<file path="src/rtl/io_bus_master.sv">
// io_bus_master: single-command IO-bus initiator with wait-state handling and status reporting.
// Defining IO_MASTER_TIMEOUT_EN adds the busy-wait counter and timeout abort (status 11).
module io_bus_master #(
  parameter int CTimeout = 64
) (
  input  logic        AClkH,
  input  logic        AResetHN,
  input  logic        AClkHEn,
  input  logic        AReqStart,
  input  logic        AReqWr,
  input  logic [1:0]  AReqSize,
  input  logic [15:0] AReqAddr,
  input  logic [63:0] AReqData,
  output logic        AReqReady,
  output logic        ARespValid,
  output logic [63:0] ARespData,
  output logic [1:0]  ARespErr,
  output logic [15:0] AIoAddr,
  output logic [63:0] AIoMosi,
  output logic [3:0]  AIoWrSize,
  output logic [3:0]  AIoRdSize,
  input  logic [63:0] AIoMiso,
  input  logic        AIoAddrAck,
  input  logic        AIoAddrErr,
  input  logic        AIoBusy
);
  // state  | meaning
  // Idle   | ready for a command, bus quiet
  // Access | bus driven, waiting for AIoBusy to drop
  // Done   | one-cycle completion pulse, bus quiet
  typedef enum logic [1:0] {Idle, Access, Done} stateT;

  localparam logic [1:0] ErrOk      = 2'b00;
  localparam logic [1:0] ErrAddr    = 2'b01;
  localparam logic [1:0] ErrNoAck   = 2'b10;
  localparam logic [1:0] ErrTimeout = 2'b11;

  stateT       state, stateNxt;
  logic        wrQ, wrNxt;
  logic [1:0]  sizeQ, sizeNxt;
  logic        readyNxt, validNxt;
  logic [63:0] respDataNxt;
  logic [1:0]  respErrNxt;
  logic [15:0] addrNxt;
  logic [63:0] mosiNxt;
  logic [3:0]  wrSizeNxt, rdSizeNxt;
  logic [63:0] sizeMask;
  logic        timedOut;

  always_comb begin
    sizeMask = 64'hFFFF_FFFF_FFFF_FFFF;
    case (sizeQ)
      2'd0:    sizeMask = 64'h0000_0000_0000_00FF;
      2'd1:    sizeMask = 64'h0000_0000_0000_FFFF;
      2'd2:    sizeMask = 64'h0000_0000_FFFF_FFFF;
      default: sizeMask = 64'hFFFF_FFFF_FFFF_FFFF;
    endcase
  end

`ifdef IO_MASTER_TIMEOUT_EN
  // Down-counter loaded with the allowance; abort once it is spent and the responder is still busy.
  logic [7:0] waitCnt, waitCntNxt;

  assign timedOut = (waitCnt == 8'd0);

  always_comb begin
    waitCntNxt = waitCnt;
    if (state == Idle && AReqStart)
      waitCntNxt = 8'(CTimeout);
    else if (state == Access && AIoBusy && !timedOut)
      waitCntNxt = waitCnt - 8'd1;
  end

  always_ff @(posedge AClkH) begin
    if (!AResetHN)
      waitCnt <= 8'd0;
    else if (AClkHEn)
      waitCnt <= waitCntNxt;
  end
`else
  assign timedOut = 1'b0;
`endif

  always_comb begin
    stateNxt    = state;
    readyNxt    = 1'b0;
    validNxt    = 1'b0;
    respDataNxt = ARespData;
    respErrNxt  = ARespErr;
    addrNxt     = AIoAddr;
    mosiNxt     = AIoMosi;
    wrSizeNxt   = AIoWrSize;
    rdSizeNxt   = AIoRdSize;
    wrNxt       = wrQ;
    sizeNxt     = sizeQ;
    case (state)
      Idle: begin
        readyNxt = 1'b1;
        if (AReqStart) begin
          stateNxt  = Access;
          readyNxt  = 1'b0;
          wrNxt     = AReqWr;
          sizeNxt   = AReqSize;
          addrNxt   = AReqAddr;
          mosiNxt   = AReqData;
          wrSizeNxt = AReqWr ? (4'b0001 << AReqSize) : 4'b0000;
          rdSizeNxt = AReqWr ? 4'b0000 : (4'b0001 << AReqSize);
        end
      end
      Access: begin
        if (!AIoBusy || timedOut) begin
          stateNxt  = Done;
          validNxt  = 1'b1;
          addrNxt   = 16'd0;
          mosiNxt   = 64'd0;
          wrSizeNxt = 4'd0;
          rdSizeNxt = 4'd0;
          respDataNxt = 64'd0;
          if (AIoBusy)
            respErrNxt = ErrTimeout;
          else if (AIoAddrErr)
            respErrNxt = ErrAddr;
          else if (!AIoAddrAck)
            respErrNxt = ErrNoAck;
          else begin
            respErrNxt = ErrOk;
            if (!wrQ)
              respDataNxt = AIoMiso & sizeMask;
          end
        end
      end
      Done: begin
        stateNxt = Idle;
        readyNxt = 1'b1;
      end
      default: stateNxt = Idle;
    endcase
  end

  always_ff @(posedge AClkH) begin
    if (!AResetHN) begin
      state      <= Idle;
      wrQ        <= 1'b0;
      sizeQ      <= 2'd0;
      AReqReady  <= 1'b1;
      ARespValid <= 1'b0;
      ARespData  <= 64'd0;
      ARespErr   <= ErrOk;
      AIoAddr    <= 16'd0;
      AIoMosi    <= 64'd0;
      AIoWrSize  <= 4'd0;
      AIoRdSize  <= 4'd0;
    end else if (AClkHEn) begin
      state      <= stateNxt;
      wrQ        <= wrNxt;
      sizeQ      <= sizeNxt;
      AReqReady  <= readyNxt;
      ARespValid <= validNxt;
      ARespData  <= respDataNxt;
      ARespErr   <= respErrNxt;
      AIoAddr    <= addrNxt;
      AIoMosi    <= mosiNxt;
      AIoWrSize  <= wrSizeNxt;
      AIoRdSize  <= rdSizeNxt;
    end
  end

endmodule
</file>
<file path="config.mk">
export PLATFORM = sky130hd
export DESIGN_NAME = io_bus_master
export DESIGN_NICKNAME = d
export VERILOG_FILES = /design/src/rtl/io_bus_master.sv
export SDC_FILE = /design/constraint.sdc
export NUM_CORES = 1
export LEC_CHECK = 0
export ABC_AREA = 0
export CAP_MARGIN = 20
export CORE_ASPECT_RATIO = 2
export CORE_MARGIN = 2
export CORE_UTILIZATION = 37
export DETAILED_ROUTE_END_ITERATION = 8
export GPL_TIMING_DRIVEN = 0
export PLACE_DENSITY = 0.77
export SYNTH_ARGS = -nofsm -noshare
export SYNTH_HDL_FRONTEND = slang
export SYNTH_SLANG_ARGS = --single-unit
</file>
<file path="constraint.sdc">
create_clock -name AClkH -period 1.2 [get_ports AClkH]
set_input_delay 0.12 -clock AClkH [delete_from_list [all_inputs] [get_ports AClkH]]
set_output_delay 0.12 -clock AClkH [all_outputs]
set_load 0.01 [all_outputs]
</file>
==> results, run 1 <==
- The flow ran to the end, but the final reports show violations.
- The checks that failed: negative setup slack.
- The cell chosen for the clock root is clkbuf_16.
- The clock network latency to the later pin of the worst-skew pair is 0.43 ns.
- The largest family of logic cells by synthesized area is simple AND/OR/NAND/NOR gates.
- The routed wirelength normalized by instance count is 19.6 um.
- In this run, the clock network consumes 39.9% of the power.
- The via count of the first global-routing pass is 7,323.
- The clock tree from TritonCTS is yes.
- The final global-route overflow total is 0.
- The number of port buffers is 307.
- The routed design has 25,900 um of wire.
- The slew at the pin closest to its max-slew limit is 0.795 ns.
- The CTS sink count is 161.
- The critical-path cell with the highest stage delay is dfxtp_4.
- The number of antenna violations at the first check in global routing is 0.
- After routing, the total negative slack on setup checks comes to -17.96 ns.
- For this run, the detailed router's first-pass iteration total came to 5.
- The worst-case IR drop observed on VDD is 0.940 mV.
- The fraction of final layout cells sized beyond drive strength 1 is 23.0%.
- The post-synthesis register bit count is 161.
- Counting the fill cells in the layout gives 1,265.
- The final hold slack is 0.107 ns.
- The switching power as a share of total power is 26.9%.
- Summing the areas of all xor and xnor instances in the mapped netlist gives 0% of the synthesized area.
- In the post-route analysis, the smallest setup slack over all paths is -0.240 ns.
- The total area of multi-input combinational cells is 3450 um2.
- The row count is 68.
- The stage delay of the slowest cell on the critical path is 0.37 ns.
- The first-iteration detailed-routing DRC count is 215.
- The sequential cell area in the final layout is 3230 um2.
- The initial core utilization is 37.8%.
- The net count of the finished layout is 1,254.
- The critical path in this run is classified as reg2reg.
- The internal cell power is 9.97 mW.
- The remaining antenna violation count is 0.
- The top achievable clock speed is 694 MHz.
- The arrival time at the worst endpoint is 1.80 ns.
- The total power is 13.6 mW.
- The number of hold violations in the final report is 0.
- Setup violations remaining at the end of the flow were counted as 157.
- Headroom to the max-slew limit came out at 47.0%.
- The floorplan step defined a die boundary enclosing 18,800 um2.
- STA classifies the critical path endpoint as a flip-flop.
- The pin count of the biggest net entering global routing is 17.
- The synthesized netlist devotes 6.30% of its cell area to compound gates.
- The synthesized design contains 0 enable-type register cells.
- The placeable core region is 17,300 um2.
- The Yosys warning count is 0.
- The number of antenna diodes in the final layout is 0.
- For this block, the via count after detailed routing is 6,889.
- Power spread over the standard cell area amounts to 1150 nW/um2.
- In this run the number of H-tree levels came out at 4.
- In the routed design, unresolved DRC markers number 0.
- Of all cell types, the one taking the most synthesized area is dfxtp_1.
- Walking the worst path, the cells encountered are and4bb_1 -> buf_6 -> buf_8 -> buf_12 -> buf_8 -> nand3_2 -> o21ai_2.
- Once layout is done, the placed cells without fillers occupy 11,900 um2.
- Summing every instance area after synthesis gives 6530 um2.
- The synthesized-area fraction occupied by adder cells is 0%.
- The synthesized instance count is 730.
- The max-slew violation total from the final report is 0.
- Once detailed placement completed, the half-perimeter wirelength came to 17,400 um.
- The kind of path behind the tightest hold check is in2reg.
- The number of hold buffers added after cts is 0.
- The most instantiated flip-flop cell in the synthesis netlist is dfxtp_1.
- The leakage power is 5.08 nW.
- The sequential-to-total area share from yosys stat is 49.4%.
- The TritonCTS buffer count is 17.
- The required time of the critical path is 1.56 ns.
- Using the TritonRoute via totals, the vias-per-cell ratio works out to 5.21.
- Broken down by cell family, the worst path's largest delay share belongs to buffers and inverters.
- The top cell type by area accounts for 49.4% of the synthesized area.
- Along the worst path, the maximum fanout reaches 5.
- The first global-routing pass estimated 39,700 um of wire.
- The relative area change from synthesis to final layout is 81.8%.
- For this design the total switching power over the nets is 3.67 mW.
- The number of distinct standard cells referenced by the synthesized netlist is 35.
- The type of origin of the critical path is a flip-flop.
- Of the total power, combinational logic draws 18.7%.
- After clock tree synthesis, the clock-pin slew on the worst setup and hold paths is 0.07 ns.
- The die extent in x is 97.9 um.
- The smallest clock period supported by the final layout is computed as 1.44 ns.
- During I/O placement, the number of pins put on the boundary was 310.
- Summing the areas of all and, or, nand and nor instances in the mapped netlist gives 24.3% of the synthesized area.
- The placed instances occupy a cell area of 9870 um2.
- The die boundary height is 192 um.
- The average instance in the mapped netlist occupies 8.95 um2.
- On the final layout, the worst clock skew is 0.0118 ns.
- Multiplexer cells account for 13.9% of the synthesized area.
- Across the run, the number of max-cap violations was 0.
- The global router's overall resource usage is 26.9%.
- Setup repair after global routing could not meet its margin everywhere.
- The number of nets handed over by synthesis was 884.
- The number of buffers and inverters on the critical path is 4.
- The placer's final routability congestion estimate is 0.840.
- The proportion of power drawn by flip-flops and latches is 41.4%.
- The most frequent cell on the critical path is buf_8.
- After layout, the worst path uses 120% of the clock period.
- The fraction of registers with async set or reset after synthesis is 0%.
- The maximum clock path buffer count is 2.
- Ranked by total cell area, the synthesized netlist is headed by dfxtp_1, nand3_1, mux2i_1.
==> cells by family (layout without fill, tap and decap cells) <==
logic type | count (synthesis) | after routing
AND/OR/NAND/NOR | 327 | 327
flip-flops | 161 | 161
multiplexers | 91 | 91
buffers and inverters | 76 | 459
AO/OA/AOI/OAI | 75 | 75
==> flip-flops by register name (all words and copies together) (netlist names) <==
signal,count
ARespErr,2
ARespValid,1
wrQ,1
AIoMosi,64
state,2
AIoRdSize,4
AIoWrSize,4
AReqReady,1
AIoAddr,16
ARespData,64
sizeQ,2
==> routing by layer <==
metal	wire length, um	GRT usage [%]	up-vias	share of wire (%)
li1	-	-	3284	-
met1	8670	26.7	3238	33
met2	14400	50.9	285	56
met3	1310	5.09	82	5.1
met4	1480	16.2	0	5.7
met5	0	0	-	0
==> final timing paths <==
path	from	end	slack, ns	cells past startpoint
setup / recovery	state[1]$_SDFFE_PN0P_	ARespData[49]$_SDFFE_PN0P_	-0.24	7
hold / removal	AClkHEn	AReqReady$_SDFFE_PN1P_	0.11	2
setup reg to reg	state[1]$_SDFFE_PN0P_	ARespData[49]$_SDFFE_PN0P_	-0.24	7
hold reg to reg	ARespData[0]$_SDFFE_PN0P_	ARespData[0]$_SDFFE_PN0P_	0.45	2
==> power by group through the flow <==
stage	Sequential (mW)	Clock, mW	Combinational (mW)
2_1_floorplan	5.84	0	0.762
3_5_place_dp	5.77	0	1.97
5_1_grt	5.67	5.70	2.70
3_3_place_gp	5.76	0	1.95
6_report	5.65	5.45	2.55
4_1_cts	5.64	5.49	2.52
==> Yosys cell counts (2+ instances only) <==
master    count
a21oi_1       2
buf_6         2
nand3_1     187
nand2b_1      2
inv_1         2
buf_8         3
o21ai_0      48
clkbuf_1     35
buf_4        12
mux2i_1      91
dfxtp_1     161
buf_1         5
a21boi_0     10
clkbuf_2      3
nand2_1     116
and3b_1       2
o21ai_1      11
buf_2        14
nand3_4       2
nor2b_1       4
nand3b_1      4
==> through the flow <==
| step | std cells | utilization, % | setup WS (ns) |
|---|---|---|---|
| 5_1_grt | 1323 | 68.7 | -0.280 |
| 4_1_cts | 1324 | 68.3 | -0.217 |
| 2_1_floorplan | 730 | - | -0.00505 |
| 3_3_place_gp | 1247 | 57.2 | -0.532 |
| 6_report | 1323 | 68.7 | -0.240 |
| 3_5_place_dp | 1247 | 57.2 | -0.557 |
==> cell type report <==
class,instances,area share (%)
buffer,70,5.33
clock buffer,19,3.82
clock inverter,13,1.06
inverter,2,0.0843
multi-input combinational,493,29.1
sequential,161,27.2
tap,210,2.21
timing repair buffer,355,31.2
==> repair_timing <==
item	4_1_cts	5_1_grt
cloned	17	1
endpoints found under the setup margin	312	234
buffers inserted	29	8
pin swaps	91	47
gates resized for setup	437	137
endpoints found under the hold margin	0	0
==> placed cells by master, fill, tap and decap left out, types with 5 or more instances in the layout <==
cell type,synthesis,final
o21ai_1,11,44
buf_4,12,10
clkbuf_1,35,25
inv_6,0,5
buf_6,2,17
buf_12,0,22
nand2_1,116,115
o21ai_2,0,13
clkbuf_16,0,20
dlygate4sd2_1,0,68
clkdlybuf4s15_1,0,61
buf_8,3,13
nand3_4,2,6
mux2i_1,91,87
a21boi_1,1,8
clkdlybuf4s50_1,0,151
nand3_2,0,73
buf_16,0,10
dfxtp_1,161,158
buf_2,14,6
nand3_1,187,110
buf_1,5,5
clkbuf_2,3,24
(Power assumes the default switching activity.)
==> run 2: changes to the inputs <==
Settings changed: SETUP_SLACK_MARGIN set to 0.4.
==> run 2 against run 1 <==
  * The run still ends with negative setup slack left
  * Global-route usage down 2.6 points
  * Routed wire length is 3.1% lower
  * Combinational power fell by 7.8%
  * First-iteration DRC count shrank 31%
  * Die area is the same
  * Highest routed layer unchanged
==> results, run 2 (same netlist as run 1, synthesis figures left out) <==
- The global router's overall resource usage was 24.3% (-2.6 points).
- The per-cell via count in the routed design came to 5.13 (-1.4%).
- The worst setup margin is -0.171 ns (+0.0694 ns).
- The leakage power is 5.12 nW (+0.78%).
- The routed length on met1 came to 8460 um (-2.4%).
- The die boundary height is 192 um (unchanged).
- The via count of the first global-routing pass was 6,870 (-6.2%).
- The final setup skew is 0.00821 ns (-0.00358 ns).
- The power density over the cells is 1130 nW/um2 (-1.8%).
- The part of the power in combinational logic is 17.1% (-1.6 points).
- The overall die area is 18,800 um2 (unchanged).
- The post-route fraction of the period consumed by the critical path is 114% (-5.8 points).
- Relative to the synthesized area, the layout overhead comes to 85.9%.
- The number of nets in the layout is 1,267 (+1.0%).
- The critical path goes through and4bb_1 -> buf_6 -> buf_12 -> buf_12 -> nand3_2 -> a21boi_1.
- The register clock-pin slew on the reported worst setup and hold paths is 0.06 ns (about the same).
- The stage delay of the slowest cell on the critical path is 0.35 ns (-0.02 ns).
- The CTS sink count was 161 (unchanged).
- The most frequent cell on the critical path is buf_12.
- The worst-case vdd ir drop was 0.881 mV (-6.3%).
- The maximum net fanout on the critical path is 8 (+3).
- The placeable core region is 17,300 um2 (unchanged).
- The initial core utilization is 37.8% (unchanged).
- The kind of path behind the tightest hold check is in2reg.
- Among all stages on the critical path, the largest delay is contributed by dfxtp_4.
- Leaving out fill and tap cells, the most frequent cells in the layout are buf_6, dfxtp_2, clkdlybuf4s50_1.
- The arrival time at the worst endpoint is 1.72 ns (-0.08 ns).
- The startpoint identified for the worst hold timing path is AClkHEn.
- The switching power came to 3.35 mW (-8.7%).
- The minimum period implied by the final worst setup slack is 1.37 ns (-0.0694 ns).
- The top achievable clock speed is 730 MHz (+5.1%).
- The internal reg-to-reg setup slack was -0.17 ns (+0.07 ns).
- The switching power as a share of total power is 24.5% (-2.5 points).
- The TritonCTS buffer count is 17 (unchanged).
- The global-route wire length before repair is 36,200 um (-8.9%).
- The largest registers in the layout are AIoMosi (64), ARespData (64), AIoAddr (16).
- The number of port buffers is 307 (unchanged).
- The die extent in x is 97.9 um (unchanged).
- The max-cap violation count is 0 (unchanged).
- The number of antenna violations at the first check in global routing is 1 (+1).
- The count of H-tree levels built during CTS is 4 (unchanged).
- The internal cell power was 10.4 mW (+3.8%).
- The iteration count of the initial detailed-routing pass was 5 (unchanged).
- The critical path is of the reg2reg type.
- The placer's final routability congestion estimate was 0.860 (+2.4%).
- The routed wirelength normalized by instance count is 18.8 um (-4.1%).
- The number of hold violations in the final report was 0 (unchanged).
- The share of total power in the clock network is 41.1% (+1.2 points).
- The total met2 wirelength after detailed routing is 14,300 um (-1.1%).
- The max-slew violation total from the final report is 0 (unchanged).
- The fraction of final layout cells sized beyond drive strength 1 was 47.2% (+24 points).
- The DRC violations left is 0 (unchanged).
- The run finished, with violations left.
- The final global-route overflow total came to 0 (unchanged).
- The maximum clock path buffer count is 2 (unchanged).
- Setup repair after global routing could not meet its margin everywhere.
- The number of inserted filler cells in the final layout was 1,247 (-1.4%).
- The final reports fail on negative setup slack.
- The final hold slack is 0.0533 ns (-0.0534 ns).
- The first-iteration detailed-routing DRC count is 149 (-31%).
- The end-of-flow core utilization was 70.3% (+1.6 points).
- The met3 layer wire length in the routed design was 1100 um (-16%).
- The count of pins on the block boundary is 310 (unchanged).
- The most critical setup path has its startpoint at state[1]$_SDFFE_PN0P_.
- The commonest non-fill, non-tap cell in the layout is buf_6.
- The launching point of the worst reg2reg path is state[1]$_SDFFE_PN0P_.
- STA classifies the critical path endpoint as a flip-flop.
- The worst slew margin relative to its limit is 56.2% (+9.2 points).
- The row count came to 68 (unchanged).
- The highest metal layer carrying signal wires in the routed design is met4.
- The number of hold buffers added after cts is 0 (unchanged).
- The required time of the critical path came to 1.55 ns (about the same).
- The remaining antenna violation count is 0 (unchanged).
- The total wirelength of the detailed-routed design was 25,100 um (-3.1%).
- STA classifies the critical path startpoint as a flip-flop.
- The slew at the pin closest to its max-slew limit is 0.657 ns (-0.137 ns).
- The final count of negative-setup-slack endpoints is 150 (-4.5%).
- The tree is rooted in a clkbuf_16.
- The proportion of power drawn by flip-flops and latches is 41.8% (+0.4 points).
- The clock network latency to the later pin of the worst-skew pair is 0.43 ns (about the same).
- The routed via count is 6,859 (-0.44%).
- The pin count of the biggest net entering global routing is 17 (unchanged).
- The clock tree from TritonCTS is yes.
- The sum of net half-perimeters after detailed placement is 17,500 um (+0.21%).
-- run 2: cell count changes in the layout (fill, tap and decap cells not counted), moves of 29 or more --
cell | before | now
dfxtp_1 | 158 | 2
clkdlybuf4s15_1 | 61 | 0
dlygate4sd2_1 | 68 | 0
nand3_1 | 110 | 139
buf_6 | 17 | 174
buf_4 | 10 | 41
dfxtp_2 | 1 | 157
-- run 2: final cells by class --
type,count,area (um2),area share [%]
buffer,74,662,5.45
tap,210,263,2.16
timing repair buffer,364,3880,32.0
clock buffer,22,474,3.91
clock inverter,9,131,1.08
antenna,1,2.50,0.0206
inverter,2,7.51,0.0618
sequential,161,3430,28.2
multi-input combinational,493,3290,27.1
-- run 2: per-layer routing --
metal	up-vias	GRT usage, %
met5	-	0
met4	0	13.3
met3	71	4.66
met2	255	47.0
met1	3239	23.7
li1	3294	-
-- run 2: per-stage QoR --
| stage | TNS [ns] | power (mW) | std cells | instance area, um2 | setup slack, ns |
|---|---|---|---|---|---|
| 5_1_grt | -19.47 | 14.1 | 1336 | 12100 | -0.235 |
| 3_3_place_gp | -51.49 | 7.75 | 1247 | 10100 | -0.444 |
| 3_5_place_dp | -55.86 | 7.77 | 1247 | 10100 | -0.459 |
| 6_report | -11.38 | 13.7 | 1336 | 12100 | -0.171 |
| 4_1_cts | -10.86 | 13.6 | 1296 | 11300 | -0.149 |
| 2_1_floorplan | -0.106 | 6.65 | 730 | 6770 | -0.00505 |
-- run 2: critical path: cells and delay by family, from the launching register on --
family,cells,cell delay (ns)
flops,1,0.35
compound gates,1,0.16
simple gates,2,0.34
buf+inv,3,0.43
-- run 2: what timing repair did --
action | in CTS | in global routing
setup endpoints to repair | 316 | 317
buffers inserted | 16 | 32
resized for setup | 864 | 201
cloned | 2 | 7
pin swaps | 3 | 57
-- run 2: path summary, 6_finish.rpt --
check,depth (start not counted),endpoint
worst max-delay path,6,ARespData[7]$_SDFFE_PN0P_
worst min register to register,2,ARespData[4]$_SDFFE_PN0P_
worst min-delay path,2,AReqReady$_SDFFE_PN1P_
worst max register to register,6,ARespData[7]$_SDFFE_PN0P_
-- run 2: power by group through the flow --
stage | sequential [mW] | combinational [mW] | clock [mW]
global placement | 5.76 | 1.99 | 0
finish | 5.72 | 2.35 | 5.64
floorplan | 5.85 | 0.800 | 0
detailed placement | 5.77 | 2.01 | 0
CTS | 5.70 | 2.16 | 5.69
global route | 5.74 | 2.49 | 5.88
==> variant: new RTL, settings of run 1 <==
Re-encode `stateT` (3 states) as one-hot, 3 bits wide.
--- a/src/rtl/io_bus_master.sv
+++ b/src/rtl/io_bus_master.sv
@@ -29,5 +29,5 @@
   // Access | bus driven, waiting for AIoBusy to drop
   // Done   | one-cycle completion pulse, bus quiet
-  typedef enum logic [1:0] {Idle, Access, Done} stateT;
+  typedef enum logic [2:0] {Idle = 3'b001, Access = 3'b010, Done = 3'b100} stateT;
 
   localparam logic [1:0] ErrOk      = 2'b00;
Function: no difference found for any inputs over 4 cycles, from zero or initial values and one cycle with AResetHN low; so few cycles prove little.
==> variant against run 1 <==
The flow still finishes with violations (negative setup slack); critical endpoint is now ARespData[7]; cell area up 2.8%; routed wire length up 6.6%; area after synthesis up 1.0%; worst setup slack worse by 0.18 ns; total power down 3.8%; clock skew up 0.0084 ns; sequential cell count up 1.
==> variant: results (changes against run 1) <==
Status
The run finished, with violations left. The checks that failed: negative setup slack.

Power and ir drop
The worst supply voltage drop on vdd is 0.896 mV (-4.7%). The static leakage power was 5.43 nW (+6.9%).

Global routing
The wire length of the first global-routing pass is 39600 um (-0.19%). The largest net degree at the start of global routing is 17 (unchanged). The number of antenna violations at the first check in global routing is 0 (unchanged). The number of global-route vias before repair was 7537 (+2.9%). The overall fraction of global-route tracks in use is 0.263 (-0.00633).

Clock network
The clock insertion delay at the later pin of the skew report is 0.43 ns (about the same). The total number of H-tree levels was 4 (unchanged). The clock tree buffer depth is 2 (unchanged). The tree is rooted in a sky130_fd_sc_hd__clkbuf_16. The CTS clock-pin slew for the worst setup and hold paths is 0.06 ns. The number of buffers inserted during clock tree synthesis is 17 (unchanged). The number of hold buffers added after CTS was 0 (unchanged).

STA
The post-route clock skew is 0.0202 ns (+0.00844 ns). The setup total negative slack was -49.87 ns (-31.91 ns). The count of final setup violators is 162 (+3.2%).

The post-route worst hold slack is 0.202 ns (+0.0952 ns). The final critical-path setup slack was -0.416 ns (-0.176 ns). The transition time of the tightest slew-check pin is 0.701 ns (-0.0942 ns).

Worst setup path
The critical path in this run is classified as reg2reg. In this run the worst setup path begins at state[0]. The delay of the slowest cell on the worst path is 0.40 ns (+0.03 ns). The arrival time at the worst endpoint is 1.91 ns (+0.11 ns). The path depth of the worst reg2reg path is 7 (unchanged). The most critical setup path has its endpoint at ARespData[7].

Broken down by cell family, the worst path's largest delay share belongs to buffers and inverters. The worst-path maximum fanout is 5 (unchanged). The critical register-to-register path startpoint is state[0]. The largest individual stage delay along the critical path comes from the cell sky130_fd_sc_hd__or3b_4.

Route
The first-pass detailed-route iteration total is 8 (+3). The number of DRC markers after the initial detailed-route iteration is 284 (+32%). The mean number of vias per cell is 5.47 (+5.1%). The final routed wire length divided by cell count is 20.3 um (+3.6%).

Finish
The post-layout net count is 1289 (+2.8%). The fraction of final layout cells with drive strength greater than 1 came to 0.252 (+0.0217). The number of cells in the finished layout apart from fillers is 1361 (+2.9%). The number of diodes was 0 (unchanged). The largest registers in the layout are AIoMosi: 64 flops, ARespData: 64 flops, AIoAddr: 16 flops.

Logic synthesis
The sequential cell area fraction in the yosys report is 0.492 (-0.00183). The post-synthesis async set-or-reset flop share is 0 (unchanged). The post-synthesis cell count is 754 (+3.3%). The post-synth net total is 908 (+2.7%). After synthesis, the most frequently instantiated cells are sky130_fd_sc_hd__dfxtp_1, sky130_fd_sc_hd__nand2_1, sky130_fd_sc_hd__nand3_1.

The number of distinct library cell variants in the gate-level netlist after synthesis is 30 (-14%). The total number of yosys warnings is 0 (unchanged). After synthesis, the cell types taking the most area are sky130_fd_sc_hd__dfxtp_1, sky130_fd_sc_hd__mux2i_1, sky130_fd_sc_hd__nand3_1.

Hold path
The class of the worst hold path is in2reg.

Placed design
The post-DP HPWL is 18100 um (+4.0%). The weighted congestion at the end of routability-driven global placement is 0.894 (+6.4%). The number of input and output port buffers inserted is 309 (+0.65%).
==> variant: cell count changes in the layout (fill, tap and decap cells not counted), moves of 17 or more <==
cell | before | now
sky130_fd_sc_hd__nand2_1 | 115 | 154
sky130_fd_sc_hd__nand4_1 | 1 | 18
sky130_fd_sc_hd__dlygate4sd2_1 | 68 | 94
sky130_fd_sc_hd__o22ai_2 | 0 | 43
sky130_fd_sc_hd__o21ai_1 | 44 | 3
sky130_fd_sc_hd__nand3_1 | 110 | 81
sky130_fd_sc_hd__nand3_2 | 73 | 38
==> variant: worst min-delay path by stage <==
| stage | startpoint | end | cells after the start |
|---|---|---|---|
| detailed placement | AIoMosi[3] | AIoMosi[3] | 2 |
| CTS | AIoMiso[25] | ARespData[25] | 3 |
| floorplan | AReqData[59] | AIoMosi[59] | 2 |
| global placement | AIoAddr[14] | AIoAddr[14] | 2 |
| global route | AClkHEn | state[0] | 3 |
| finish | AClkHEn | state[0] | 3 |
==> variant: power breakdown <==
part	total [mW]	leakage (nW)	switching (mW)	internal (mW)
Clock	5.51	0.279	2.32	3.19
Combinational	1.96	3.83	0.890	1.07
Sequential	5.66	1.32	0.112	5.55
==> variant: cells by family after synthesis <==
logic type             after synthesis  share of synthesized area
AND/OR/NAND/NOR                    316                      0.225
flip-flops                         162                      0.492
AO/OA/AOI/OAI                      107                     0.0947
multiplexers                        88                      0.134
buffers and inverters               81                     0.0550
==> variant: area by class of cell <==
class	count	area [um2]
multi-input combinational	511	3680
buffer	75	717
fill	1349	5410
tap	213	267
clock buffer	21	460
sequential	162	3260
timing repair buffer	364	3680
inverter	4	15.0
clock inverter	11	131
==> variant: layer usage <==
layer | global-route usage | vias up | part of all wire
met5 | 0 | - | 0
met4 | 0.103 | 0 | 0.035
met1 | 0.277 | 3580 | 0.35
met2 | 0.485 | 389 | 0.53
li1 | - | 3416 | -
met3 | 0.0779 | 63 | 0.090
==> variant: timing repair <==
action / CTS / global route
setup endpoints to repair: 317 / 213
gates resized for setup: 343 / 210
setup buffers: 22 / 18
pin swaps: 39 / 51
cloned: 13 / 7
==> variant: metrics by stage <==
stage / util / setup slack (ns) / area [um2]
3_3_place_gp: 0.569 / -0.915 / 10000
2_1_floorplan: - / -0.305 / 6660
4_1_cts: 0.651 / -0.359 / 11500
5_1_grt: 0.693 / -0.441 / 12200
3_5_place_dp: 0.569 / -0.958 / 10000
6_report: 0.693 / -0.416 / 12200
